File: src/rtl/rs_dec_syndrome_bank.sv
// Reed-Solomon decoder syndrome bank over GF(2^8), primitive poly 0x11D, alpha = 0x02.
// Accumulates N_SYND syndromes S_j = r(alpha^j) of an N_BYTES codeword, highest-degree
// symbol first, using Horner's rule: one multiply-by-constant and XOR per byte per syndrome.
// Ports:
//   i_clk          clock, rising edge
//   i_resb         asynchronous active-low reset
//   i_frame_sync   synchronous codeword restart (discards partial codeword)
//   i_data         received symbol
//   i_data_valid   i_data sampled when high
//   o_synd         latched syndromes, S_j at [8j+7:8j]
//   o_synd_valid   one-cycle pulse when o_synd updates
//   o_nonzero      any latched syndrome non-zero
//   o_busy         partial codeword in progress (combinational)
module rs_dec_syndrome_bank #(
    parameter int unsigned N_BYTES = 32,
    parameter int unsigned N_SYND  = 4
) (
    input  logic                  i_clk,
    input  logic                  i_resb,
    input  logic                  i_frame_sync,
    input  logic [7:0]            i_data,
    input  logic                  i_data_valid,
    output logic [8*N_SYND-1:0]   o_synd,
    output logic                  o_synd_valid,
    output logic                  o_nonzero,
    output logic                  o_busy
);

    localparam int unsigned CNT_W  = (N_BYTES > 1) ? $clog2(N_BYTES) : 1;
    localparam int unsigned SYND_W = 8 * N_SYND;
    localparam logic [CNT_W-1:0] LAST_IDX = CNT_W'(N_BYTES - 1);

    // Multiply by alpha: shift left, fold x^8 back as x^4+x^3+x^2+1.
    function automatic logic [7:0] mul_alpha(input logic [7:0] x);
        return x[7] ? ({x[6:0], 1'b0} ^ 8'h1D) : {x[6:0], 1'b0};
    endfunction

    // Multiply by alpha^p for a constant p: a fixed chain of mul_alpha stages.
    function automatic logic [7:0] mul_alpha_pow(input logic [7:0] x, input int unsigned p);
        logic [7:0] r;
        r = x;
        for (int unsigned k = 0; k < p; k++) begin
            r = mul_alpha(r);
        end
        return r;
    endfunction

    logic [SYND_W-1:0] acc_q, acc_d, acc_base, horner;
    logic [CNT_W-1:0]  cnt_q, cnt_d, cnt_base;
    logic [SYND_W-1:0] synd_q, synd_d;
    logic              synd_valid_q, synd_valid_d;
    logic              nonzero_q, nonzero_d;

    // Frame sync restarts the codeword before the current byte is folded in.
    assign acc_base = i_frame_sync ? '0 : acc_q;
    assign cnt_base = i_frame_sync ? '0 : cnt_q;

    // One Horner step per syndrome: acc_j * alpha^j ^ d.
    for (genvar j = 0; j < int'(N_SYND); j++) begin : g_horner
        assign horner[8*j +: 8] = mul_alpha_pow(acc_base[8*j +: 8], j) ^ i_data;
    end

    // Next-state: accumulate, or latch results on the last byte of the codeword.
    always_comb begin
        acc_d        = acc_base;
        cnt_d        = cnt_base;
        synd_d       = synd_q;
        nonzero_d    = nonzero_q;
        synd_valid_d = 1'b0;
        if (i_data_valid) begin
            if (cnt_base == LAST_IDX) begin
                synd_d       = horner;
                nonzero_d    = |horner;
                synd_valid_d = 1'b1;
                acc_d        = '0;
                cnt_d        = '0;
            end else begin
                acc_d = horner;
                cnt_d = cnt_base + CNT_W'(1);
            end
        end
    end

    // State registers.
    always_ff @(posedge i_clk or negedge i_resb) begin
        if (!i_resb) begin
            acc_q        <= '0;
            cnt_q        <= '0;
            synd_q       <= '0;
            synd_valid_q <= 1'b0;
            nonzero_q    <= 1'b0;
        end else begin
            acc_q        <= acc_d;
            cnt_q        <= cnt_d;
            synd_q       <= synd_d;
            synd_valid_q <= synd_valid_d;
            nonzero_q    <= nonzero_d;
        end
    end

    assign o_synd       = synd_q;
    assign o_synd_valid = synd_valid_q;
    assign o_nonzero    = nonzero_q;
    assign o_busy       = (cnt_q != '0);

endmodule

File: config.mk
export PLATFORM = sky130hd
export DESIGN_NAME = rs_dec_syndrome_bank
export DESIGN_NICKNAME = d
export VERILOG_FILES = /design/src/rtl/rs_dec_syndrome_bank.sv
export SDC_FILE = /design/constraint.sdc
export NUM_CORES = 1
export LEC_CHECK = 0
export ABC_AREA = 1
export ABC_CLOCK_PERIOD_IN_PS = 2100
export BUFFER_PORTS_ARGS = -buffer_cell sky130_fd_sc_hd__clkbuf_2
export CORE_ASPECT_RATIO = 1.25
export CORE_MARGIN = 10
export CORE_UTILIZATION = 35
export CTS_BUF_LIST = sky130_fd_sc_hd__clkbuf_2 sky130_fd_sc_hd__clkbuf_4 sky130_fd_sc_hd__clkbuf_8
export DETAILED_ROUTE_END_ITERATION = 7
export SETUP_SLACK_MARGIN = 0.05
export SKIP_LAST_GASP = 1
export SLEW_MARGIN = 20
export SYNTH_ARGS = -nofsm -noshare
export SYNTH_HDL_FRONTEND = slang
export SYNTH_SLANG_ARGS = --single-unit
File: constraint.sdc
create_clock -name i_clk -period 2.1 [get_ports i_clk]
set_input_delay 0.105 -clock i_clk [delete_from_list [all_inputs] [get_ports i_clk]]
set_output_delay 0.105 -clock i_clk [all_outputs]
set_load 0.05 [all_outputs]
==> results.tsv <==
metric	value	unit
outcome	complete, no violations	
worstMarginPinSlew	0.4242	ns
fin_tns_setup	0	ns
drv_cap	0	
fill_cells	1107	
insertion_delay	0.35	ns
synth_area	3600	µm²
cts_buffers	9	
dieArea	14770	µm²
die_w	110.7	µm
drv_slew	0	
drive_gt1_share	14.39	%
synth_area_leaders	dfrtp_1, nand2_1, nand3_1	
synth_xor_xnor_area_share	0.2433	%
holdWs	0.07083	ns
fp-row-count	41	
sw_frac_of_total	29.08	%
synth_compound_area_share	10.43	%
postRouteAntennaNets	0	
core	10050	µm²
wl_met3	573	µm
cpPeakStageDelay	0.42	ns
num_vias	3356	
clock-sinks	71	
fin_crit	1.902	ns
cp_slowest_cell	or2_4	
drt-met1-wl	4.473	mm
clk_pin_slew_worst_paths	0.07	ns
path_max_fanout	33	
cts_buffer_depth	2	
min_from	i_data_valid	
drt_pass1_iterations	5	
hold_path.class	in -> reg	
cp_num_buf_inv	1	
crit_path_start_kind	register	
grt_pass1_vias	3269	
path_cells	nand2_1 > inv_1 > ha_1 > and3_1 > ha_1 > or2_4 > o22ai_1	
wl	10.02	mm
synth_flop_cell	dfrtp_1	
dp_hpwl	7.251	mm
synth_cell_types	19	
portBuffers	46	
rsz0062_at_grt	no	
post-cts-setup-buffers	0	
p_int	2.190	mW
ys_async_sr_fraction	100.0	%
layout_worst_path_cycle_share	90.59	%
yosysSeqAreaShare	49.36	%
vias_per_cell	5.054	
synth_largest_area_cell	dfrtp_1	
avgSynthCellArea	7.422	µm²
yosys.area_share.adder	0.6952	%
worstPathArrival	2.16	ns
synth_top_area_share	49.36	%
rr_startpoint	cnt_q[0]$_DFF_PN0_	
synth.net_count	499	
cp-end-kind	register	
start_util	35.80	%
synth_top_family_by_area	simple AND/OR/NAND/NOR gates	
area_growth	16.06	%
p_leak	2.270	nW
die_h	133.4	µm
wire_per_inst	15.09	µm
power.density	739.0	nW/µm²
synth_edf_count	0	
combPwrFrac	16.0	%
slew_headroom	71.72	%
globalRouteOverflowTotal	0	
grt_max_degree	57	
worstPathRequired	2.36	ns
p_sw	0.8978	mW
grt_usage	13.70	%
pwr-share-clk	35.9	%
vdd_drop_max	0.2736	mV
drtIter0Drc	262	
crit_type	reg -> reg	
place_congestion	0.8571	
synth_commonest_cells	nand2_1, dfrtp_1, nand3_1, inv_1, o21ai_0	
muxShareOfSynthArea	0	%
path_common_cell	ha_1	
syn_inst	485	
ys_warn_count	0	
final-setup-viol-count	0	
antenna_found_initial	0	
worstSetupStartpoint	cnt_q[0]$_DFF_PN0_	
ios	47	
drc_errors	0	
wl_met2	4.725	mm
cpLargestDelayFamily	simple AND/OR/NAND/NOR gates	
synthSimpleGateAreaFrac	30.14	%
seqPwrFrac	48.1	%
cts_root_buf	clkbuf_8	
highest_layer	met4	
postSynthRegisterBits	71	
hold_violations	0	
n_antenna_cell	0	
max_freq	525.6	MHz
finClkSkew	0.01194	ns
yosysMostFrequentCell	nand2_1	
cts-htree-levels	3	
grt_pass1_wl	16.73	mm
cts_tree	yes	
nets	544	
-- power groups by stage --
stage	clock network, mW	registers [mW]	logic (mW)
global placement	0	1.51	0.482
global route	1.20	1.49	0.565
CTS	1.13	1.48	0.496
floorplan	0	1.50	0.333
finish	1.11	1.48	0.495
detailed placement	0	1.51	0.492
-- through the flow --
step	setup WS, ns	instance area [µm²]	utilization [%]	cells	power [mW]
4_1_cts	0.2075	4178	41.55	664	3.112
3_5_place_dp	0.009841	3968	39.46	647	2.000
5_1_grt	0.08663	4178	41.55	664	3.258
2_1_floorplan	0.2008	3600	-	485	1.829
3_3_place_gp	0.1073	3968	39.46	647	1.988
6_report	0.1975	4178	41.55	664	3.087
-- cells by family (layout without fill, tap and decap cells) --
family                   count (synthesis)  after routing
flip-flops                              71             71
adder cells (fa/ha/maj)                  2              2
XOR/XNOR                                 1              1
AND/OR/NAND/NOR                        266            266
AO/OA/AOI/OAI                           67             67
buffers and inverters                   78            128
-- cells in the final DEF (no fill, tap or decap) --
master,n
nor4_1,2
nand3_1,57
or2_2,1
xor2_1,1
inv_2,2
nand2_1,174
nand2_2,2
o21ai_0,33
clkinv_2,3
o22ai_1,32
buf_4,7
clkbuf_4,2
and3_1,1
clkbuf_2,45
ha_1,2
inv_1,54
clkbuf_8,10
dfrtp_1,71
dlygate4sd3_1,1
bufinv_16,1
or2_4,1
buf_12,2
nor2_1,28
buf_2,1
a21oi_1,2
-- area by class of cell --
class | count | area [µm²] | area share (%)
Clock buffer | 12 | 152.6 | 3.654
Timing Repair Buffer | 56 | 332.8 | 7.966
Multi-Input combinational cell | 336 | 1499 | 35.88
Sequential cell | 71 | 1777 | 42.53
Inverter | 56 | 210.2 | 5.031
Clock inverter | 4 | 45.04 | 1.078
Tap cell | 129 | 161.4 | 3.863
-- sequential cells by signal, indices dropped and copies added (netlist names) --
name and cells:
acc_q 32, cnt_q 5, o_nonzero 1, o_synd 32, o_synd_valid 1
-- routing by layer --
layer | vias to the layer above | GRT usage, %
met2 | 96 | 21.65
met4 | 0 | 5.652
met1 | 1585 | 17.75
met5 | - | 0
li1 | 1658 | -
met3 | 17 | 2.830
-- timing repair --
| item | 4_1_cts | 5_1_grt |
|---|---|---|
| gates resized for setup | 1 | 0 |
| endpoints found under the setup margin | 33 | 0 |
| endpoints found under the hold margin | 71 | 0 |
| hold buffers | 1 | 0 |
-- worst paths after layout --
kind | end | slack, ns | cells past startpoint
worst min-delay path | cnt_q[1]$_DFF_PN0_ | 0.07 | 4
worst max register to register | acc_q[6]$_DFF_PN0_ | 0.20 | 7
min in group asynchronous | cnt_q[4]$_DFF_PN0_ | 0.13 | 2
worst min register to register | o_synd[27]$_DFFE_PN0P_ | 0.48 | 2
max in group asynchronous | o_synd[23]$_DFFE_PN0P_ | 1.46 | 3
worst max-delay path | acc_q[6]$_DFF_PN0_ | 0.20 | 7
-- worst min-delay path: stages --
cell      delay, ns
clkbuf_2       0.11
inv_2          0.06
nand2_1        0.06
nand2_1        0.04
Note: power is estimated with default switching activity, not from simulation.
